$ cat src/rtl/reversi_flip_scanner_if.sv
// Purpose: bundles the scanner's controller-side handshake and board-access signals.
// Ports (no interface ports; clk/resetn are plain ports on the scanner):
//   start/pos/set_black[/dry_run]  move request from the controller
//   rd_addr/rd_data                board read path (combinational same-cycle read)
//   reverse_valid/reverse_addr     per-cell flip pulse toward the node array
//   busy/done/flip_count           scan status
// Optional feature macro: REVERSI_DRYRUN_EN adds dry_run.
interface reversi_flip_scanner_if;
  logic       start;
  logic [5:0] pos;
  logic       set_black;
`ifdef REVERSI_DRYRUN_EN
  logic       dry_run;
`endif
  logic [5:0] rd_addr;
  logic [2:0] rd_data;
  logic       reverse_valid;
  logic [5:0] reverse_addr;
  logic       busy;
  logic       done;
  logic [5:0] flip_count;

  // Controller / board side
  modport master (
`ifdef REVERSI_DRYRUN_EN
    output dry_run,
`endif
    output start, pos, set_black, rd_data,
    input  rd_addr, reverse_valid, reverse_addr, busy, done, flip_count
  );

  // Scanner side
  modport slave (
`ifdef REVERSI_DRYRUN_EN
    input  dry_run,
`endif
    input  start, pos, set_black, rd_data,
    output rd_addr, reverse_valid, reverse_addr, busy, done, flip_count
  );
endinterface

$ cat src/rtl/reversi_flip_scanner.sv
// Purpose: after a move at pos, walks the 8 rays from pos one cell per cycle and emits one
//   reverse pulse per captured opponent cell (nearest to pos first), then pulses done.
// Ports:
//   clk     clock, posedge
//   resetn  asynchronous reset, active-high (despite the name)
//   bus     reversi_flip_scanner_if.slave: start/pos/set_black in, rd_addr/rd_data board
//           read, reverse_valid/reverse_addr flip pulse, busy/done/flip_count status
// Optional feature macro: REVERSI_DRYRUN_EN -- adds dry_run; when latched high the scan
//   counts flips but suppresses reverse_valid (legal-move check).
module reversi_flip_scanner (
  input  logic                   clk,
  input  logic                   resetn,
  reversi_flip_scanner_if.slave  bus
);

  localparam int unsigned ADDR_W = 6;
  localparam int unsigned CRD_W  = 4;
  localparam logic [2:0]  ST_BLACK = 3'd2;
  localparam logic [2:0]  ST_WHITE = 3'd3;

  typedef enum logic [2:0] {S_IDLE, S_SCAN, S_FLIP, S_NEXT, S_DONE} state_e;

  state_e                   state_q, state_d;
  logic [ADDR_W-1:0]        pos_q, pos_d;
  logic                     black_q, black_d;
  logic [2:0]               dir_q, dir_d;
  logic [2:0]               run_q, run_d;
  logic signed [CRD_W-1:0]  row_q, row_d, col_q, col_d;
  logic                     rv_q, rv_d;
  logic [ADDR_W-1:0]        ra_q, ra_d;
  logic                     busy_q, busy_d;
  logic                     done_q, done_d;
  logic [ADDR_W-1:0]        cnt_q, cnt_d;
  logic                     dry_q, dry_d;

  logic       off_board;
  logic       is_own, is_opp;
  logic [2:0] own_code, opp_code;

  // Row step per direction N,NE,E,SE,S,SW,W,NW
  function automatic logic signed [CRD_W-1:0] step_r(input logic [2:0] d);
    case (d)
      3'd0, 3'd1, 3'd7: step_r = 4'shF;
      3'd3, 3'd4, 3'd5: step_r = 4'sh1;
      default:          step_r = 4'sh0;
    endcase
  endfunction

  // Column step per direction N,NE,E,SE,S,SW,W,NW
  function automatic logic signed [CRD_W-1:0] step_c(input logic [2:0] d);
    case (d)
      3'd1, 3'd2, 3'd3: step_c = 4'sh1;
      3'd5, 3'd6, 3'd7: step_c = 4'shF;
      default:          step_c = 4'sh0;
    endcase
  endfunction

  assign bus.rd_addr       = {row_q[2:0], col_q[2:0]};
  assign bus.reverse_valid = rv_q;
  assign bus.reverse_addr  = ra_q;
  assign bus.busy          = busy_q;
  assign bus.done          = done_q;
  assign bus.flip_count    = cnt_q;

  // Cursor coordinates are 4-bit signed: stepping past 7 gives -8, so bit 3 flags off-board.
  assign off_board = row_q[3] | col_q[3];
  assign own_code  = black_q ? ST_BLACK : ST_WHITE;
  assign opp_code  = black_q ? ST_WHITE : ST_BLACK;
  assign is_own    = (bus.rd_data == own_code);
  assign is_opp    = (bus.rd_data == opp_code);

  // Next-state and output computation; outputs follow the next state so they align with it.
  always_comb begin
    state_d = state_q;
    pos_d   = pos_q;
    black_d = black_q;
    dir_d   = dir_q;
    run_d   = run_q;
    row_d   = row_q;
    col_d   = col_q;
    ra_d    = ra_q;
    cnt_d   = cnt_q;
    dry_d   = dry_q;
    rv_d    = 1'b0;
    busy_d  = 1'b0;
    done_d  = 1'b0;

    case (state_q)
      S_IDLE: begin
        if (bus.start) begin
          pos_d   = bus.pos;
          black_d = bus.set_black;
`ifdef REVERSI_DRYRUN_EN
          dry_d   = bus.dry_run;
`else
          dry_d   = 1'b0;
`endif
          cnt_d   = '0;
          dir_d   = '0;
          run_d   = '0;
          row_d   = $signed({1'b0, bus.pos[5:3]}) + step_r(3'd0);
          col_d   = $signed({1'b0, bus.pos[2:0]}) + step_c(3'd0);
          state_d = S_SCAN;
        end
      end
      S_SCAN: begin
        if (off_board || !(is_own || is_opp)) begin
          state_d = S_NEXT;
        end else if (is_opp) begin
          run_d = run_q + 3'd1;
          row_d = row_q + step_r(dir_q);
          col_d = col_q + step_c(dir_q);
        end else if (run_q != 3'd0) begin
          // Bracketed: rewind to the first cell next to pos and flip outward.
          row_d   = $signed({1'b0, pos_q[5:3]}) + step_r(dir_q);
          col_d   = $signed({1'b0, pos_q[2:0]}) + step_c(dir_q);
          state_d = S_FLIP;
        end else begin
          state_d = S_NEXT;
        end
      end
      S_FLIP: begin
        row_d = row_q + step_r(dir_q);
        col_d = col_q + step_c(dir_q);
        run_d = run_q - 3'd1;
        if (run_q == 3'd1) state_d = S_NEXT;
      end
      S_NEXT: begin
        run_d = '0;
        if (dir_q == 3'd7) begin
          state_d = S_DONE;
        end else begin
          dir_d   = dir_q + 3'd1;
          row_d   = $signed({1'b0, pos_q[5:3]}) + step_r(dir_q + 3'd1);
          col_d   = $signed({1'b0, pos_q[2:0]}) + step_c(dir_q + 3'd1);
          state_d = S_SCAN;
        end
      end
      S_DONE:  state_d = S_IDLE;
      default: state_d = S_IDLE;
    endcase

    if (state_d == S_FLIP) begin
      rv_d  = !dry_d;
      ra_d  = {row_d[2:0], col_d[2:0]};
      cnt_d = cnt_q + 6'd1;
    end
    busy_d = (state_d != S_IDLE);
    done_d = (state_d == S_DONE);
  end

  // State and output registers
  always_ff @(posedge clk or posedge resetn) begin
    if (resetn) begin
      state_q <= S_IDLE;
      pos_q   <= '0;
      black_q <= 1'b0;
      dir_q   <= '0;
      run_q   <= '0;
      row_q   <= '0;
      col_q   <= '0;
      rv_q    <= 1'b0;
      ra_q    <= '0;
      busy_q  <= 1'b0;
      done_q  <= 1'b0;
      cnt_q   <= '0;
      dry_q   <= 1'b0;
    end else begin
      state_q <= state_d;
      pos_q   <= pos_d;
      black_q <= black_d;
      dir_q   <= dir_d;
      run_q   <= run_d;
      row_q   <= row_d;
      col_q   <= col_d;
      rv_q    <= rv_d;
      ra_q    <= ra_d;
      busy_q  <= busy_d;
      done_q  <= done_d;
      cnt_q   <= cnt_d;
      dry_q   <= dry_d;
    end
  end

endmodule

$ cat src/flat_wrapper.sv
// flat-port wrapper written by rule: the top's interface ports become plain ports
module reversi_flip_scanner_flat 
  (clk, resetn, bus_start, bus_pos, bus_set_black, bus_rd_data, bus_rd_addr, bus_reverse_valid, bus_reverse_addr, bus_busy, bus_done, bus_flip_count);
  reversi_flip_scanner_if bus_i ();
  input  logic clk;
  input  logic resetn;
  input wire logic [$bits(bus_i.start)-1:0] bus_start;
  input wire logic [$bits(bus_i.pos)-1:0] bus_pos;
  input wire logic [$bits(bus_i.set_black)-1:0] bus_set_black;
  input wire logic [$bits(bus_i.rd_data)-1:0] bus_rd_data;
  output wire logic [$bits(bus_i.rd_addr)-1:0] bus_rd_addr;
  output wire logic [$bits(bus_i.reverse_valid)-1:0] bus_reverse_valid;
  output wire logic [$bits(bus_i.reverse_addr)-1:0] bus_reverse_addr;
  output wire logic [$bits(bus_i.busy)-1:0] bus_busy;
  output wire logic [$bits(bus_i.done)-1:0] bus_done;
  output wire logic [$bits(bus_i.flip_count)-1:0] bus_flip_count;
  assign bus_i.start = bus_start;
  assign bus_i.pos = bus_pos;
  assign bus_i.set_black = bus_set_black;
  assign bus_i.rd_data = bus_rd_data;
  assign bus_rd_addr = bus_i.rd_addr;
  assign bus_reverse_valid = bus_i.reverse_valid;
  assign bus_reverse_addr = bus_i.reverse_addr;
  assign bus_busy = bus_i.busy;
  assign bus_done = bus_i.done;
  assign bus_flip_count = bus_i.flip_count;
  reversi_flip_scanner u_core (.clk(clk), .resetn(resetn), .bus(bus_i));
endmodule
$ cat config.mk
export PLATFORM = sky130hd
export DESIGN_NAME = reversi_flip_scanner_flat
export DESIGN_NICKNAME = d
export VERILOG_FILES = /design/src/rtl/reversi_flip_scanner_if.sv /design/src/rtl/reversi_flip_scanner.sv /design/src/flat_wrapper.sv
export SDC_FILE = /design/constraint.sdc
export NUM_CORES = 1
export LEC_CHECK = 0
export CAP_MARGIN = 20
export CORE_AREA = 2 2 96 98
export DETAILED_ROUTE_END_ITERATION = 10
export DIE_AREA = 0 0 98 100
export SKIP_CTS_REPAIR_TIMING = 1
export SYNTH_ARGS = -nofsm -noshare
export SYNTH_HDL_FRONTEND = slang
export SYNTH_SLANG_ARGS = --single-unit
export TNS_END_PERCENT = 5
$ cat constraint.sdc
create_clock -name clk -period 3.05 [get_ports clk]
set_input_delay 0.61 -clock clk [delete_from_list [all_inputs] [get_ports clk]]
set_output_delay 0.61 -clock clk [all_outputs]
set_load 0.01 [all_outputs]
==> summary by stage, run 1 <==
Run status
The run finished with clean final reports.

Placement
The number of port buffers is 33. At the placement stage, the worst setup path has a slack of about 0.11 ns. The final RePlAce weighted congestion is 0.921. The area after detailed placement is ~0.0035 sq mm.

Detailed placement ended at an HPWL of 5970 um.

Yosys
The main flop type after synthesis is dfrtp_1. The number of enable flip-flop cells after synthesis is 0. Of the post-synthesis cell area, the dominant cell type holds 0.334. dfrtp_1 takes more of the synthesized area than any other cell. The share of the Yosys chip area taken by registers is 0.334. The net count of the mapped netlist is 363.

The number of different library cells used by synthesis comes to between 50 and 60. The post-synth design cell area is 0.00300 sq mm. The cell count after synthesis came out at roughly 310. The mean post-synth cell area is 9.62 sq um. In the synthesized netlist, the cells that appear most often are dfrtp_1 (40), nand2_1 (37), ha_1 (32). Counting flops and latches in the post-synthesis netlist gives 40. The number of warnings issued by yosys is 0. The dominant cell by count in the synthesized netlist is dfrtp_1. In the post-synthesis netlist, the biggest area contributors are dfrtp_1 (33%), ha_1 (13%), nand2_1 (4.6%), fa_1 (4.0%), a21oi_1 (3.5%). The fraction of registers with async set or reset after synthesis is 1.00.

Route
The first detailed-routing pass ran for 4 iterations. After detailed routing, the total wire length is about 7700 um. The detailed router placed 2,455 vias in this run. The per-cell via count in the routed design is 5.29. After the first detailed-routing iteration, the DRC count stood at 166. The number of nets still failing antenna checks after routing is 0. The number of DRC violations after detailed routing is 0. The routed length per instance is 16.6 um.

Global route
The largest net degree at the start of global routing is 20. Across every metal layer, demand over resource in global routing totals 0.169. Global routing finished with a remaining overflow of 0. The via count of the first global-routing pass is 2,536. The initial antenna violation count is 0. The wire length of the first global-routing pass is roughly 13,000 um.

Die
The die covers 0.00980 sq mm. The initial core utilization is 0.338. From bottom edge to top edge, the die measures roughly 100 um. The number of rows created at floorplan is 35. 34 I/O pins were placed.

The die span in x is 98 um. The core footprint is 0.00889 sq mm.

Worst setup path
The critical path start-end classification is reg2reg. The data arrival at the endpoint of the critical path is 2.97 ns. The critical path contains buffers and inverters numbering 2 combined. The worst setup path is captured at a flip-flop. The largest incremental delay on the critical path is 0.43 ns. For the worst flop-to-flop path, the logic depth is 11.

The capture point of the worst reg-to-reg path is u_core.bus.reverse_addr[5]$_DFFE_PP0P_. Grouping stages by cell kind, the critical path spends the most delay in compound AO/OA/AOI/OAI gates. The end of the critical path is u_core.bus.reverse_addr[5]$_DFFE_PP0P_.

For this design, the slowest cell found on the critical path is dfrtp_1. Along the worst path, the maximum fanout reaches 7. STA classifies the critical path startpoint as a flip-flop. The critical path goes through inv_1 > ha_1 > nor2_1 > o21ai_1 > buf_4 > fa_1 > xor2_1 > a22oi_1 > o21ai_0 > a211o_2 > mux2_4. The critical path data required time is 3.24 ns. The cell depth of the worst setup path is 11. The launch point of the worst reg-to-reg path is u_core.dir_q[1]$_DFFE_PP0P_. The register-to-register path setup slack is approximately 0.27 ns. Tracing the worst setup path back leads to its startpoint at u_core.dir_q[1]$_DFFE_PP0P_.

Pwr
The analysis attributes to cell leakage a power of 1.67 nW. The design draws 4.08 mW. For this design the total switching power over the nets is between 1.5 and 2 mW.

Dividing total power by cell area gives a power density of between 1000 and 1500 mW/mm^2. The share of total power dissipated in sequential elements is 0.251. Of the total power, the clock network draws 0.087. Cell internal power was estimated by the tool at 2.20 mW. The peak ir drop on the vdd network is 0.486 mV. Of the total power, combinational logic draws 0.662.

The proportion of total power due to net switching is 0.460.

STA
Setup total negative slack on the finished layout was measured at 0 ns. The final hold violation count came to 0. For this run, the top clock speed supported by timing is 0.360 GHz. The worst path meets setup with 0.269 ns of slack. Hold is met by 0.522 ns. The transition at the pin with the smallest max-transition slack is 0.722 ns.

Setup repair after global routing left no endpoint under its margin. The number of max-slew violations in the final report is 0. For the final database, setup skew stands at between 0.006 and 0.007 ns. The number of endpoints failing setup at the final stage is 0. In the finished design, the share of the clock period the worst path needs comes to 0.912.

In this run the tightest slew margin relative to its limit is 0.515. For the finished layout, the period the worst path requires is 2.78 ns.

CTS
The H-tree depth is 2. TritonCTS built the clock tree. In this run the deepest clock path goes through 2 buffers.

Clock tree synthesis inserted a total of 5 buffers. After clock tree synthesis, the clock-pin slew on the worst setup and hold paths is 0.08 ns. The clock reaches the later pin of the worst-skew pair after roughly 0.30 ns.

The sink count of the clock tree is 40. The master cell of the clock root buffer is clkbuf_8.

Final layout
The number of inserted diodes is 0. The area overhead of the layout relative to synthesis is 19.8%. Counting the fill cells in the layout gives 875. The area of all placed cells without fillers is 0.00360 sq mm.

The number of nets in the layout is ~400. The share of final-layout standard cells stronger than drive strength 1 is 0.127.

Job
Max-cap violations in this run came to 0.

Worst hold path
The path class of the tightest hold or removal check is reg2reg.
through the flow:
| step | util | std cells |
|---|---|---|
| after floorplan | - | 312 |
| final | 0.405 | 464 |
| after detailed placement | 0.394 | 457 |
| after global routing | 0.405 | 464 |
| after global placement | 0.394 | 457 |
| after CTS | 0.403 | 464 |
registers in the layout, summed over array words and instances, names as in the netlist:
register and cells:
u_core.col_q 4, u_core.state_q 3, u_core.bus.reverse_valid 1, u_core.dry_q 1, u_core.bus.busy 1, u_core.pos_q 6
u_core.bus.done 1, u_core.dir_q 3, u_core.bus.reverse_addr 6, u_core.black_q 1, u_core.row_q 4, u_core.run_q 3
u_core.bus.flip_count 6
layout by cell type (no fill, tap or decap), types with 5 or more instances in the layout:
| cell | synthesis | routed |
|---|---|---|
| xnor2_1 | 9 | 9 |
| buf_4 | 6 | 15 |
| ha_1 | 32 | 32 |
| inv_1 | 21 | 20 |
| xor2_1 | 9 | 9 |
| clkdlybuf4s50_1 | 0 | 33 |
| a211o_1 | 7 | 7 |
| nor2_1 | 15 | 15 |
| dfrtp_1 | 40 | 39 |
| a21oi_1 | 21 | 21 |
| clkbuf_8 | 1 | 5 |
| o21ai_0 | 13 | 13 |
| nand3_1 | 7 | 7 |
| nand2_1 | 37 | 37 |
| fa_1 | 6 | 6 |
| a21o_1 | 6 | 6 |
worst min-delay path by stage:
stage                                      startpoint                                      to  cells after the start
2_1_floorplan             u_core.run_q[2]$_DFFE_PP0P_             u_core.run_q[2]$_DFFE_PP0P_                      1
6_report       u_core.bus.reverse_addr[4]$_DFFE_PP0P_  u_core.bus.reverse_addr[4]$_DFFE_PP0P_                      1
4_1_cts        u_core.bus.reverse_addr[1]$_DFFE_PP0P_  u_core.bus.reverse_addr[1]$_DFFE_PP0P_                      1
3_3_place_gp   u_core.bus.reverse_addr[0]$_DFFE_PP0P_  u_core.bus.reverse_addr[0]$_DFFE_PP0P_                      1
3_5_place_dp   u_core.bus.reverse_addr[2]$_DFFE_PP0P_  u_core.bus.reverse_addr[2]$_DFFE_PP0P_                      1
5_1_grt        u_core.bus.reverse_addr[2]$_DFFE_PP0P_  u_core.bus.reverse_addr[2]$_DFFE_PP0P_                      1
cell type report:
class / count / area [sq um] / area share
clock inverter: 2 / 12.5 / 0.00348
timing repair buffer: 49 / 463 / 0.129
multi-input combinational: 236 / 1830 / 0.509
sequential: 40 / 1000 / 0.279
clock buffer: 5 / 68.8 / 0.0191
tap: 111 / 139 / 0.0386
inverter: 21 / 78.8 / 0.0219
worst reg2reg max path, cell delays in order, from the launching register on:
cell and delay (ns):
dfrtp_1 0.43, inv_1 0.13, ha_1 0.24, nor2_1 0.10
o21ai_1 0.10, buf_4 0.20, fa_1 0.40, xor2_1 0.20
a22oi_1 0.17, o21ai_0 0.14, a211o_2 0.30, mux2_4 0.26
power by group through the flow:
stage | sequential, mW | combinational, mW | clock [mW]
global route | 1.06 | 3.02 | 0.388
global placement | 1.02 | 2.61 | 0
detailed placement | 1.03 | 2.64 | 0
floorplan | 0.934 | 1.89 | 0
CTS | 1.02 | 2.68 | 0.363
finish | 1.02 | 2.70 | 0.356
kinds of logic (layout without fill, tap and decap cells):
family                     count (synthesis)  in the layout  synth area share
AOI/OAI and AO/OA                         79             79             0.178
xor gates and xnor gates                  18             18            0.0525
adders and majority gates                 38             38             0.173
buffers and inverters                     36             77            0.0617
DFF                                       40             40             0.334
muxes                                      9              9            0.0379
and+or+nand+nor                           92             92             0.163
metal layers:
metal	global-route usage	part of all wire	vias to the layer above
met3	0.0230	0.049	21
met1	0.229	0.46	1181
met2	0.276	0.46	78
met4	0.0641	0.032	0
li1	-	-	1175
met5	0	0	-
No activity file was read; power rests on OpenSTA's default activity.
==> run 2, diff against run 1 <==
--- a/config.mk
+++ b/config.mk
@@ -9,6 +9,7 @@
 export CORE_AREA = 2 2 96 98
 export DETAILED_ROUTE_END_ITERATION = 10
 export DIE_AREA = 0 0 98 100
+export DONT_BUFFER_PORTS = 1
 export SKIP_CTS_REPAIR_TIMING = 1
 export SYNTH_ARGS = -nofsm -noshare
 export SYNTH_HDL_FRONTEND = slang
==> summary by stage, run 2 (same netlist as run 1, synthesis figures left out) <==
Final layout
The leading cell type in the layout, fill and taps excluded is dfrtp_1. The number of standard cells in the final layout excluding fillers is 428 (-7.8%). The number of inserted diodes is 0 (unchanged). The area overhead of the layout relative to synthesis is 7.30%.

The area of all placed cells without fillers is 0.00322 sq mm (-10%). In the layout the commonest cells are dfrtp_1 (40), nand2_1 (37), ha_1 (32). The core occupancy in the finished layout came to 0.362 (-0.0424). The number of nets in the layout came to 367 (-9.2%). The share of final-layout standard cells stronger than drive strength 1 is 0.126 (-0.00130).

STA
The peak clock frequency supported by timing is 0.354 GHz (-1.5%). The worst clock skew is 0.00655 ns (-0.0000188 ns). The number of endpoints failing setup at the final stage came to 0 (unchanged). The final hold violation count was 0 (unchanged).

The clock period minus worst slack is 2.82 ns (+0.0436 ns). The final-layout worst hold slack came to 0.178 ns (-0.343 ns). Setup repair after global routing left no endpoint under its margin. The worst slew margin relative to its limit is 0.563 (+0.0479). The setup total negative slack is 0 ns (unchanged).

The worst setup slack after layout was 0.226 ns (-0.0436 ns). The number of max-slew violations in the final report is 0 (unchanged). The final worst-path cycle share was 0.926 (+0.0143). The transition at the pin with the smallest max-transition slack came to 0.648 ns (-0.0743 ns).

CTS
The clock buffer count from CTS is 5 (unchanged). The root buffer cell chosen for the clock tree is clkbuf_8. The CTS clock-pin slew for the worst setup and hold paths is 0.09 ns (about the same). The sink count of the clock tree is 40 (unchanged). The number of buffers on the longest clock path is 2 (unchanged). The TritonCTS clock tree is yes. The clock insertion delay at the later pin of the skew report is 0.31 ns (about the same). The H-tree depth is 2 (unchanged).

Global route
The initial antenna violation count is 0 (unchanged). The total congestion overflow came to 0 (unchanged). The overall routing resource usage is 0.151 (-0.0177).

The wire length of the first global-routing pass was 11,800 um (-11%). The via count of the first global-routing pass was 2,260 (-11%). The largest net degree at the start of global routing came to 25 (+25%).

Die
The core footprint is 0.00889 sq mm (unchanged). The die span in x is 98 um (unchanged). The height of the chip was 100 um (unchanged). The initial core utilization is 0.338 (unchanged). The number of rows created at floorplan is 35 (unchanged). The full die area is 0.00980 sq mm (unchanged). The boundary pin count is 34 (unchanged).

Worst setup path
The critical path data required time is 3.24 ns (about the same). The launch point of the worst reg-to-reg path is u_core.dir_q[0]$_DFFE_PP0P_. The kind of end point of the critical path is a flip-flop. The family with the most delay on the worst path is compound AO/OA/AOI/OAI gates. The maximum fanout encountered on the critical timing path is 8 (+1). The largest individual stage delay along the critical path comes from the cell dfrtp_1. The cell depth of the worst setup path is 11 (unchanged).

The signal on the critical path passes through inv_1 > ha_1 > inv_1 > o311a_2 > inv_1 > fa_1 > xor2_1 > a211o_1 > a21oi_1 > a211o_2 > mux2_4. The data arrival at the endpoint of the critical path came to 3.02 ns (+0.05 ns). The library cell appearing most often on the critical path is inv_1.

The capture point of the worst reg-to-reg path is u_core.bus.reverse_addr[2]$_DFFE_PP0P_. The critical path start-end classification is reg2reg. In this run the worst setup path begins at u_core.dir_q[0]$_DFFE_PP0P_. The element type at the critical path start is a flip-flop. The largest incremental delay on the critical path was 0.49 ns (+0.06 ns). The critical path ends at u_core.bus.reverse_addr[2]$_DFFE_PP0P_. The worst-case reg-to-reg path depth is 11 (unchanged).

The register-to-register path setup slack came to 0.23 ns (-0.04 ns). The combined buffer and inverter count along the critical path came to 3 (+1).

Pwr
The leakage power of the design was 1.53 nW (-8.4%). The power share of the combinational group came to 0.621 (-0.041). The ratio of total power to cell area is 1170 mW/mm^2 (+3.0%). The proportion of total power due to net switching is 0.478 (+0.0173). The peak ir drop on the vdd network was 0.517 mV (+6.4%).

The net switching power figure came to 1.80 mW (-4.3%). The internal power was 1.96 mW (-11%). The share of total power in the clock network is 0.099 (+0.012). The overall power was 3.76 mW (-7.8%). The relative contribution of sequential cells to total power came to 0.280 (+0.029).

Placement
The half-perimeter wire length after detailed placement is 5690 um (-4.7%). The final RePlAce weighted congestion is 0.871 (-5.4%). The area after detailed placement is 0.00313 sq mm (-11%). The number of cells after detailed placement came to 420 (-8.1%). The worst setup slack after placement is 0.148 ns (+0.0361 ns). The number of port buffers is 0 (-100%).

Job
The total of max-cap violations came to 0 (unchanged).

Route
The number of DRC violations after detailed routing is 0 (unchanged). The detailed route wirelength on metal3 came to 284 um (-24%). The per-cell via count in the routed design is 5.23 (-1.2%). The number of vias in the routed layout was 2,238 (-8.8%). The violation count after the first detailed-route iteration was 101 (-39%). The total length of routed wires is 7100 um (-8.0%). The number of iterations in the first detailed-routing pass came to 4 (unchanged). The number of nets still failing antenna checks after routing is 0 (unchanged). The routed length per instance was 16.6 um (-0.27%). In this run the top signal layer used is met4.

The met2 layer wire length in the routed design is 3300 um (-7.6%). The length of routed wiring on met1 is 3340 um (-5.0%).

Worst hold path
The path class of the tightest hold or removal check is in2async.

Run status
The run finished with clean final reports.
==> run 2: worst min-delay path by stage <==
stage                                            from                                    to  slack [ns]  depth (start not counted)
final                                          resetn  u_core.bus.flip_count[3]$_DFFE_PP0P_        0.18                          1
after detailed placement  u_core.run_q[2]$_DFFE_PP0P_           u_core.run_q[2]$_DFFE_PP0P_        0.52                          1
after CTS                                      resetn  u_core.bus.flip_count[3]$_DFFE_PP0P_        0.19                          1
after global routing                           resetn                u_core.dry_q$_DFF_PP0_        0.21                          1
after floorplan           u_core.run_q[2]$_DFFE_PP0P_           u_core.run_q[2]$_DFFE_PP0P_        0.47                          1
after global placement         u_core.dry_q$_DFF_PP0_                u_core.dry_q$_DFF_PP0_        0.51                          1
==> run 2: worst register-to-register path, cell delays in order, from the launching register on <==
cell	delay, ns
dfrtp_1	0.49
inv_1	0.14
ha_1	0.26
inv_1	0.11
o311a_2	0.31
inv_1	0.09
fa_1	0.41
xor2_1	0.17
a211o_1	0.11
a21oi_1	0.06
a211o_2	0.32
mux2_4	0.25
==> run 2: metal layers <==
metal / up-vias / global-route usage
met2: 40 / 0.250
met3: 11 / 0.0327
li1: 1105 / -
met4: 0 / 0.0481
met5: - / 0
met1: 1082 / 0.199
==> run 2: area by class of cell <==
| type | instances | area, sq um |
|---|---|---|
| timing repair buffer | 12 | 90.1 |
| multi-input combinational | 236 | 1820 |
| clock inverter | 2 | 16.3 |
| inverter | 21 | 78.8 |
| tap | 111 | 139 |
| fill | 898 | 5670 |
| sequential | 40 | 1000 |
| clock buffer | 6 | 72.6 |
==> run 2: power groups by stage <==
stage                     clock network (mW)  logic (mW)  registers, mW
after floorplan                            0        1.89          0.934
after global placement                     0        2.29           1.06
after detailed placement                   0        2.32           1.06
after CTS                              0.382        2.34           1.05
after global routing                   0.404        2.62           1.09
final                                  0.372        2.33           1.05
